`config.mk`:
```
export PLATFORM = sky130hd
export DESIGN_NAME = hazard_control_unit
export DESIGN_NICKNAME = d
export VERILOG_FILES = /design/src/rtl/hazard_control_unit_pkg.sv /design/src/rtl/hazard_forward_mux_sel.sv /design/src/rtl/hazard_control_unit.sv
export SDC_FILE = /design/constraint.sdc
export NUM_CORES = 1
export LEC_CHECK = 0
export BUFFER_PORTS_ARGS = -buffer_cell sky130_fd_sc_hd__buf_2
export CAP_MARGIN = 10
export CORE_UTILIZATION = 29
export CTS_CLUSTER_SIZE = 25
export DETAILED_ROUTE_END_ITERATION = 16
export GPL_ROUTABILITY_DRIVEN = 0
export SLEW_MARGIN = 5
export SYNTH_ARGS = -nofsm -noshare
export SYNTH_HDL_FRONTEND = slang
export SYNTH_SLANG_ARGS = --single-unit
```
`constraint.sdc`:
```
create_clock -name clk -period 1.8 [get_ports clk]
set_input_delay 0.36 -clock clk [delete_from_list [all_inputs] [get_ports clk]]
set_output_delay 0.36 -clock clk [all_outputs]
set_load 0.05 [all_outputs]
```
`src/rtl/hazard_control_unit_pkg.sv`:
```
// Shared types and constants for the decode/execute hazard sequencer:
// FSM encoding, forwarding select codes and the shadow slot layout.
package hazard_control_unit_pkg;

    localparam int REG_W = 5;
    localparam int CNT_W = 4;

    localparam logic [REG_W-1:0] REG_X0 = '0;

    localparam logic [1:0] FWD_REGFILE = 2'b00;
    localparam logic [1:0] FWD_MEM     = 2'b01;
    localparam logic [1:0] FWD_WB      = 2'b10;

    typedef enum logic [1:0] {
        ST_IDLE     = 2'd0,
        ST_MUL_BUSY = 2'd1,
        ST_FLUSH    = 2'd2
    } hcu_state_e;

    typedef struct packed {
        logic             valid;
        logic [REG_W-1:0] rd;
        logic             is_load;
    } slot_t;

    // A load sitting in WB forwards like any other result, so WB drops the flag.
    typedef struct packed {
        logic             valid;
        logic [REG_W-1:0] rd;
    } wb_slot_t;

    localparam slot_t SLOT_EMPTY = '0;

    function automatic slot_t make_slot(input logic             valid,
                                        input logic [REG_W-1:0] rd,
                                        input logic             is_load);
        slot_t s;
        s.valid   = valid && (rd != REG_X0);
        s.rd      = rd;
        s.is_load = is_load;
        return s;
    endfunction

endpackage

```
`src/rtl/hazard_forward_mux_sel.sv`:
```
// Per-operand forwarding select: picks regfile, MEM slot or WB slot for
// one source register key of the instruction in execute.
module hazard_forward_mux_sel
    import hazard_control_unit_pkg::*;
(
    input  logic [REG_W-1:0] key_i,
    input  slot_t            mem_slot_i,
    input  logic             wb_valid_i,
    input  logic [REG_W-1:0] wb_rd_i,
    output logic [1:0]       sel_o
);

    always_comb begin
        sel_o = FWD_REGFILE;
        if (key_i != REG_X0) begin
            // MEM is the younger producer and wins; loads in MEM have no data yet.
            if (mem_slot_i.valid && !mem_slot_i.is_load && (mem_slot_i.rd == key_i)) begin
                sel_o = FWD_MEM;
            end else if (wb_valid_i && (wb_rd_i == key_i)) begin
                sel_o = FWD_WB;
            end
        end
    end

endmodule

```
`src/rtl/hazard_control_unit.sv`:
```
// Hazard sequencer around decode: load-use stall, MUL freeze, branch flush
// and forwarding selects. Optional counters under `HAZARD_STATS_EN.
module hazard_control_unit
    import hazard_control_unit_pkg::*;
#(
    parameter int MUL_LATENCY = 3,
    parameter int FLUSH_DEPTH = 2
) (
    input  logic             clk,
    input  logic             reset,
    input  logic             dec_valid,
    input  logic [REG_W-1:0] dec_rs1,
    input  logic [REG_W-1:0] dec_rs2,
    input  logic             dec_rd_en,
    input  logic [REG_W-1:0] dec_rd,
    input  logic             dec_is_load,
    input  logic [REG_W-1:0] ex_rs1,
    input  logic [REG_W-1:0] ex_rs2,
    input  logic             ex_is_mul,
    input  logic             ex_branch_taken,
    output logic             stall_fetch,
    output logic             stall_decode,
    output logic             freeze_ex,
    output logic             kill_instr,
    output logic [1:0]       fwd_sel_a,
    output logic [1:0]       fwd_sel_b
`ifdef HAZARD_STATS_EN
    ,
    output logic [31:0]      stall_cycles,
    output logic [31:0]      flush_events
`endif
);

    localparam bit               MUL_FREEZES = (MUL_LATENCY > 1);
    localparam logic [CNT_W-1:0] MUL_LOAD    = MUL_FREEZES ? CNT_W'(MUL_LATENCY - 2) : '0;
    localparam logic [CNT_W-1:0] FLUSH_LOAD  = CNT_W'(FLUSH_DEPTH - 1);
    localparam logic [CNT_W-1:0] CNT_ONE     = CNT_W'(1);

    hcu_state_e       state_q, state_d;
    logic [CNT_W-1:0] cnt_q, cnt_d;
    slot_t            ex_q, ex_d, mem_q, mem_d, dec_slot;
    wb_slot_t         wb_q, wb_d;

    logic freeze, mul_start, branch_acc, kill, load_use, lu_stall;

    always_comb begin
        freeze     = (state_q == ST_MUL_BUSY);
        mul_start  = (state_q == ST_IDLE) && ex_is_mul && MUL_FREEZES;
        // Gated by reset so kill_instr stays low while the block is held in reset.
        branch_acc = reset && ex_branch_taken && !freeze && !mul_start;
        kill       = branch_acc || (state_q == ST_FLUSH);
        load_use   = dec_valid && ex_q.valid && ex_q.is_load &&
                     ((ex_q.rd == dec_rs1) || (ex_q.rd == dec_rs2));
        lu_stall   = load_use && !freeze && !kill;
    end

    always_comb begin
        state_d = state_q;
        cnt_d   = cnt_q;
        case (state_q)
            ST_IDLE: begin
                if (mul_start) begin
                    state_d = ST_MUL_BUSY;
                    cnt_d   = MUL_LOAD;
                end else if (branch_acc) begin
                    state_d = (FLUSH_LOAD == '0) ? ST_IDLE : ST_FLUSH;
                    cnt_d   = FLUSH_LOAD;
                end
            end
            ST_MUL_BUSY: begin
                if (cnt_q == '0) begin
                    state_d = ST_IDLE;
                end else begin
                    cnt_d = cnt_q - CNT_ONE;
                end
            end
            ST_FLUSH: begin
                // The branch cycle itself kills, so FLUSH covers the remaining cycles.
                if (branch_acc) begin
                    state_d = (FLUSH_LOAD == '0) ? ST_IDLE : ST_FLUSH;
                    cnt_d   = FLUSH_LOAD;
                end else begin
                    cnt_d = cnt_q - CNT_ONE;
                    if (cnt_q == CNT_ONE) begin
                        state_d = ST_IDLE;
                    end
                end
            end
            default: begin
                state_d = ST_IDLE;
                cnt_d   = '0;
            end
        endcase
    end

    always_ff @(posedge clk or negedge reset) begin
        if (!reset) begin
            state_q <= ST_IDLE;
            cnt_q   <= '0;
        end else begin
            state_q <= state_d;
            cnt_q   <= cnt_d;
        end
    end

    always_comb begin
        dec_slot = make_slot(dec_valid && dec_rd_en && !kill, dec_rd, dec_is_load);
        ex_d     = ex_q;
        mem_d    = mem_q;
        wb_d     = wb_q;
        if (!freeze) begin
            ex_d       = lu_stall ? SLOT_EMPTY : dec_slot;
            mem_d      = ex_q;
            wb_d.valid = mem_q.valid;
            wb_d.rd    = mem_q.rd;
        end
    end

    always_ff @(posedge clk or negedge reset) begin
        if (!reset) begin
            ex_q  <= SLOT_EMPTY;
            mem_q <= SLOT_EMPTY;
            wb_q  <= '0;
        end else begin
            ex_q  <= ex_d;
            mem_q <= mem_d;
            wb_q  <= wb_d;
        end
    end

    hazard_forward_mux_sel u_fwd_a (
        .key_i      (ex_rs1),
        .mem_slot_i (mem_q),
        .wb_valid_i (wb_q.valid),
        .wb_rd_i    (wb_q.rd),
        .sel_o      (fwd_sel_a)
    );

    hazard_forward_mux_sel u_fwd_b (
        .key_i      (ex_rs2),
        .mem_slot_i (mem_q),
        .wb_valid_i (wb_q.valid),
        .wb_rd_i    (wb_q.rd),
        .sel_o      (fwd_sel_b)
    );

    assign stall_fetch  = freeze || lu_stall;
    assign stall_decode = freeze || lu_stall;
    assign freeze_ex    = freeze;
    assign kill_instr   = kill;

`ifdef HAZARD_STATS_EN
    logic [31:0] stall_cycles_q, flush_events_q;

    always_ff @(posedge clk or negedge reset) begin
        if (!reset) begin
            stall_cycles_q <= '0;
            flush_events_q <= '0;
        end else begin
            if (stall_decode && (stall_cycles_q != '1)) begin
                stall_cycles_q <= stall_cycles_q + 32'd1;
            end
            if (branch_acc && (flush_events_q != '1)) begin
                flush_events_q <= flush_events_q + 32'd1;
            end
        end
    end

    assign stall_cycles = stall_cycles_q;
    assign flush_events = flush_events_q;
`endif

endmodule

```
==> results.md, run 1 <==
* CTS Buf Count at 3
* Final Cell Area at 0.002231 mm^2
* Primary FF master, synth: dfrtp_1
* Placed Area at 0.002041 mm^2
* Post-synth top cells: 46 x nand2_1, 26 x dfrtp_1, 14 x xnor2_1, 14 x xor2_1, 12 x nor2_1
* Internal Pwr Total at 2.052 mW
* Reg2reg start: cnt_q[0]$_DFFE_PN0P_
* DP Wirelength at just over 3000 um
* Outcome: complete, but fails checks
* Fmax at 0.4914 GHz
* Register share of total power at 34.1%
* GR Overflow Total at 0
* Synth top area cells: dfrtp_1 40%, nand2_1 11%, xnor2_1 7.5%, xor2_1 7.5%, mux2i_1 3.7%
* Async SR Flop Fraction at 100.0%
* I/O pins at 40
* Tot GR Track Use at 13.75%
* Period minus WS final at 2.035 ns
* Post-synth cell types at 41
* Initial Utilization at 31.03%
* Largest net degree at the start of global routing at 22
* Syn Area/Cell at 8.888 um^2
* H-tree depth at 1
* Input/output buffers at 39
* Post-synth EDFFs at 0
* Mapped Nets at 219
* Worst slew pin tran at 0.2795 ns
* Fin. Hold Viols at 0
* Die area at 0.005944 mm^2
* Residual DRC at 0
* Clock Sinks at 26
* Seq cells post-synth at 26
* CP required at between 1 and 1.5 ns
* Post-CTS Hold Buffers at 0
* Clk_skew at about 0.0036 ns
* RSZ-0062 raised after global routing: true
* Sw Pwr at 1.409 mW
* Synth top area share at 39.79%
* Dpl ws at -0.1309 ns
* Cells after synthesis at approximately 180
* CTS tree: built
* Placed insts at 306
* Initial DRT Pass Iterations at 4
* First-pass GRT wire length at 6679 um
* Vias in the first global route at 1448
* Clk_lat worst skew at between 0.2 and 0.3 ns
* DRT antenna net count at 0
* Routed length per placed instance at 12.16 um
* Flop2flop setup slack at 0.21 ns
* Ant diodes at 0
* Crit path max fanout at 3
* Die X at 77.10 um
* Initial DRC count at 43
* Clock power share at 14.1%
* Post-layout nets at 283
* VDD IR max at 817.5 uV
* Fraction of layout cells with a size suffix above 1 at 35.22%
* Post-synthesis sequential area ratio at about two fifths
* CP startpoint kind: register
* Vias per cell at 4.637
* Fin crit share at 113.1%
* Root Driver: clkbuf_8
* PwrDens at 1551 mW/mm^2
* Layout Utilization at 42.33%
* Fillcell total at 548
* Failing checks: setup timing
* Worst Path Arrival at roughly 1.7 ns
* Final worst setup slack at -0.2350 ns
* Relative slew slack at about 80%
* WS Path Type: register to output port
* Top-count cell post-synth: nand2_1
* DR vias at between 1000 and 1500
* Area Growth Syn to Fin at 36.42%
* Combinational power share at 51.8%
* Reg2reg end: cnt_q[3]$_DFFE_PN0P_
* Sw Share at 40.70%
* Die Height at 77.10 um
* Core ar. at 0.005270 mm^2
* Max-cap viol count at 0
* R2R cell count at 6
* Crit. End Element: output port
* Core Rows at 26
* Worst-path clk slew at about 0.09 ns
* Min-delay worst type: input pin to async pin
* Leakage power at 1.079 nW
* WL final at 3855 um
* Final setup vio count at 6
* Hold_ws at 0.06808 ns
* Clk buf depth at 2
* Non-filler cells in the finished layout at 317
* Pins Over Slew Limit at 0
* Initial antenna violation count at 0
* Cell taking the most area after synthesis: dfrtp_1
* Cell Area, Synth at 0.001635 mm^2
* Ys Warns at 0
-- metrics by stage --
step | power [mW] | TNS, ns
6_report | 3.461 | -1.062
5_1_grt | 3.754 | -1.531
2_1_floorplan | 2.305 | -0.06070
3_5_place_dp | 2.793 | -0.4730
3_3_place_gp | 2.760 | -0.3839
4_1_cts | 3.476 | -1.287
-- flip-flops by register name, indices dropped and copies added (netlist names) --
name / count
state_q: 2
mem_q: 7
cnt_q: 4
wb_q: 6
ex_q: 7
-- worst max-delay path, stage by stage (launching register included) --
cell	delay, ns
dfrtp_2	0.45
xor2_1	0.15
nor4_1	0.30
nand3_1	0.17
and4_1	0.19
buf_6	0.15
-- power by group through the flow --
stage	sequential, mW	clock (mW)	combinational [mW]
floorplan	1.11	0	1.19
global placement	1.20	0	1.56
global route	1.22	0.512	2.02
detailed placement	1.20	0	1.59
CTS	1.18	0.492	1.80
finish	1.18	0.489	1.79
-- repair_timing --
| item | in CTS | in global routing |
|---|---|---|
| pin swaps | 14 | 8 |
| buffers inserted | 7 | 0 |
| resized for setup | 20 | 5 |
| endpoints found under the setup margin | 6 | 8 |
-- cell families (layout without fill, tap and decap cells) --
kind of cell	count (synthesis)	count (layout)	synth area share [%]
buf+inv	11	74	3.366
mux	6	6	3.673
simple gates	82	82	23.41
xor+xnor	28	28	15.00
fa+ha+maj	3	3	2.296
flops	26	26	39.79
compound gates	28	28	12.47
-- cells in the final DEF (no fill, tap or decap), types with 2 or more instances in the layout --
master,synthesis,routed
a21oi_1,10,10
inv_1,4,4
mux2i_1,6,6
buf_8,0,2
nor4_1,3,3
buf_2,2,31
nor2_2,0,2
ha_1,3,3
o21ai_0,2,2
xnor2_1,14,13
buf_6,0,4
xor2_1,14,14
dfrtp_1,26,20
o31ai_1,2,2
or4_1,2,2
nor2_1,12,10
inv_2,2,2
and4_1,2,2
nand4_1,2,2
or3_1,3,3
buf_4,3,26
clkbuf_8,0,3
nand3_1,5,5
dfrtp_2,0,6
nand2_1,46,46
-- worst max path at each step --
stage                               from           end  slack (ns)  cells past startpoint
finish              mem_q[1]$_DFFE_PN0P_  fwd_sel_a[1]       -0.23                      5
floorplan            ex_q[3]$_DFFE_PN0P_   stall_fetch       -0.06                      5
global route        mem_q[4]$_DFFE_PN0P_  fwd_sel_b[1]       -0.30                      5
global placement               ex_rs1[1]  fwd_sel_a[1]       -0.13                      6
CTS                 mem_q[1]$_DFFE_PN0P_  fwd_sel_a[1]       -0.25                      5
detailed placement             ex_rs1[1]  fwd_sel_a[1]       -0.13                      6
-- metal layers --
metal  vias to the layer above  part of all wire [%]  GRT usage (%)
met5                         -                     0              0
met4                         0                  0.49          3.396
met3                         2                   3.3          1.190
met2                        35                    45          22.23
met1                       676                    51          19.69
li1                        757                     -              -
-- cell type report --
cell class / count / area, um^2 / share of cell area (%)
Multi-Input combinational cell: 147 / 958.4 / 42.96
Clock inverter: 1 / 30.03 / 1.346
Tap cell: 70 / 87.58 / 3.926
Timing Repair Buffer: 64 / 432.9 / 19.41
Sequential cell: 26 / 658.1 / 29.50
Inverter: 6 / 22.52 / 1.010
Clock buffer: 3 / 41.29 / 1.851
Note: power is estimated with default switching activity, not from simulation.
==> inputs of run 2 (changes only) <==
--- a/config.mk
+++ b/config.mk
@@ -14,4 +14,5 @@
 export SLEW_MARGIN = 5
 export SYNTH_ARGS = -nofsm -noshare
 export SYNTH_HDL_FRONTEND = slang
+export SYNTH_HIERARCHICAL = 1
 export SYNTH_SLANG_ARGS = --single-unit
==> run 2 against run 1 <==
  * The flow still finishes with violations (setup timing)
  * First-iteration DRC count is 26% higher
  * Clock power is 24% lower
  * Clock skew is 0.00056 ns lower
  * Design area is 1.1% higher
  * Via count is 6.9% lower
  * Largest power group unchanged
  * Setup slack worse by 0.037 ns
  * Combinational power is 4% higher
==> results.md, run 2 <==
* I/O pins at 40
* Syn Area/Cell at approximately 11 um^2
* Outcome: complete, but fails checks
* Die area at 0.006001 mm^2
* Cell taking the most area after synthesis: dfrtp_1
* Input/output buffers at 39
* WL final at 3740 um
* Post-synth cell types at 39
* Async SR Flop Fraction at 100.0%
* Gr busiest metal: met2
* Clk_skew at 0.003059 ns
* R2R cell count at 6
* Top-count cell post-synth: dfrtp_1
* Area Growth Syn to Fin at 36.59%
* Crit. End Element: output port
* CTS tree: built
* Die Height at 77.47 um
* Post-synthesis sequential area ratio at 39.39%
* Fin crit share at 115.1%
* Synth top area share at 39.39%
* Root Driver: clkbuf_8
* Post-synth top cells: 26 x dfrtp_1, 22 x xnor2_1, 13 x mux2_1
* GR met3 Demand/Resource at about 1.3%
* Largest net degree at the start of global routing at 23
* Post-layout nets at around 250
* Routing usage on met2 at 20.18%
* Vias per cell at 4.734
* Seq cells post-synth at 26
* Max-cap viol count at 0
* Layout Utilization at ~40%
* Initial DRC count at 54
* CTS Buf Count at 3
* Hold_ws at 0.03160 ns
* Initial Utilization at roughly 30%
* Worst-path clk slew at 0.09 ns
* Fraction of layout cells with a size suffix above 1 at 37.33%
* Post-synth EDFFs at 0
* CP required at ~1.4 ns
* Failing checks: setup timing
* Most frequent cells in the layout: 33 x buf_2, 23 x dfrtp_1, 22 x buf_4, 21 x xnor2_1, 13 x mux2_1
* VDD IR max at 775.7 uV
* Cell Area, Synth at 0.001652 mm^2
* Residual DRC at 0
* Final worst setup slack at -0.2721 ns
* Min-delay worst type: input pin to async pin
* Global-route track usage on met1 at ~18%
* Relative slew slack at 76.17%
* Fin. Hold Viols at 0
* Period minus WS final at 2.072 ns
* First-pass GRT wire length at approximately 6000 um
* PwrDens at between 1500 and 2000 mW/mm^2
* Ant diodes at 0
* Fmax at 0.4826 GHz
* Cells after synthesis at approximately 160
* Worst Path Arrival at 1.71 ns
* Ys Warns at 6
* Synth top area cells: dfrtp_1 39%, xnor2_1 12%, mux2_1 8.9%, xor2_1 4.2%, mux2i_1 3.6%
* GR Overflow Total at 0
* CP startpoint kind: register
* Clk_lat worst skew at between 0.2 and 0.3 ns
* Tot GR Track Use at 12.39%
* DR vias at 1368
* Pins Over Slew Limit at 0
* Total power at between 3 and 4 mW
* Leakage power at 0.9969 nW
* Commonest non-fill, non-tap cell in the layout: buf_2
* Clk buf depth at 2
* DRT antenna net count at 0
* Vias in the first global route at 1276
* Core Rows at 27
* RSZ-0062 raised after global routing: true
* Worst slew pin tran at 0.3553 ns
* Clock Sinks at 26
* Dpl ws at -0.1197 ns
* Routed length per placed instance at 12.94 um
* Crit path max fanout at 3
* Setup TNS at -1.245 ns
* Initial DRT Pass Iterations at 4
* Core ar. at 0.005507 mm^2
* Mapped Nets at 191
* DP Wirelength at about 2800 um
* Initial antenna violation count at 0
* Top Registers: ex_q x7, mem_q x7, wb_q x6
* WS Path Type: register to output port
* Die X at 77.47 um
* H-tree depth at 1
* Post-CTS Hold Buffers at 0
* Final setup vio count at 6
* Primary FF master, synth: dfrtp_1
run 2: cell types whose count changed after synthesis, sizes merged, moves of 2 or more:
cell / previous run / this run
and4: 2 / 0
nand4: 2 / 4
xnor2: 14 / 22
mux2: 0 / 13
nand2: 47 / 7
inv: 6 / 4
xor2: 14 / 8
nand4b: 0 / 2
nor2: 12 / 10
nand3: 5 / 3
nor4b: 0 / 2
run 2: layout make-up:
class,instances,area [um^2]
clock buffers,4,55.05
flip-flops and latches,26,654.4
fillers,542,3251
repair buffers,63,436.7
well taps,72,90.09
multi-input cells,119,1001
inverters,5,18.77
run 2: logic make-up (layout without fill, tap and decap cells):
logic type / Yosys count / after routing / synth area share [%]
AND/OR/NAND/NOR: 41 / 41 / 14.85
XOR/XNOR: 30 / 30 / 15.91
AO/OA/AOI/OAI: 26 / 26 / 10.91
flip-flops: 26 / 26 / 39.39
multiplexers: 19 / 19 / 12.50
buffers and inverters: 11 / 72 / 4.166
adder cells (fa/ha/maj): 3 / 3 / 2.273
run 2: critical path: stages (launching register included):
cell and delay, ns:
dfrtp_1 0.43, xor2_1 0.16, nor4_2 0.33, nand4b_1 0.18
nor2_1 0.17, buf_6 0.17
run 2: final timing paths:
| kind | start | endpoint | slack, ns |
|---|---|---|---|
| setup / recovery | mem_q[1]$_DFFE_PN0P_ | fwd_sel_b[0] | -0.27 |
| hold / removal | reset | cnt_q[1]$_DFFE_PN0P_ | 0.03 |
| setup reg to reg | cnt_q[1]$_DFFE_PN0P_ | cnt_q[3]$_DFFE_PN0P_ | 0.20 |
| hold reg to reg | state_q[0]$_DFFE_PN0P_ | state_q[1]$_DFFE_PN0P_ | 0.50 |
| max in group asynchronous | reset | mem_q[3]$_DFFE_PN0P_ | 1.45 |
| min in group clk | dec_rd_en | ex_q[6]$_DFFE_PN0P_ | 0.37 |
run 2: what timing repair did:
| action | CTS | global route |
|---|---|---|
| buffers inserted | 1 | 3 |
| resized for setup | 15 | 8 |
| setup endpoints to repair | 6 | 7 |
| cloned | 0 | 0 |
| pin swaps | 8 | 6 |
| hold endpoints to repair | 0 | 0 |
run 2: per-layer routing:
metal / vias to the layer above / share of wire [%]
li1: 681 / -
met1: 650 / 49
met2: 35 / 47
met3: 2 / 3.9
met4: 0 / 0.32
met5: - / 0
run 2: through the flow:
step	area, um^2	instances
floorplan	1684	156
global placement	2081	281
detailed placement	2081	281
CTS	2197	286
global route	2256	289
finish	2256	289
run 2: report_power, final:
part	internal (mW)	switching [mW]	total, mW	leakage [nW]
clock	0.195	0.174	0.370	0.0288
combinational	1.01	0.854	1.87	0.657
sequential	0.872	0.324	1.20	0.311
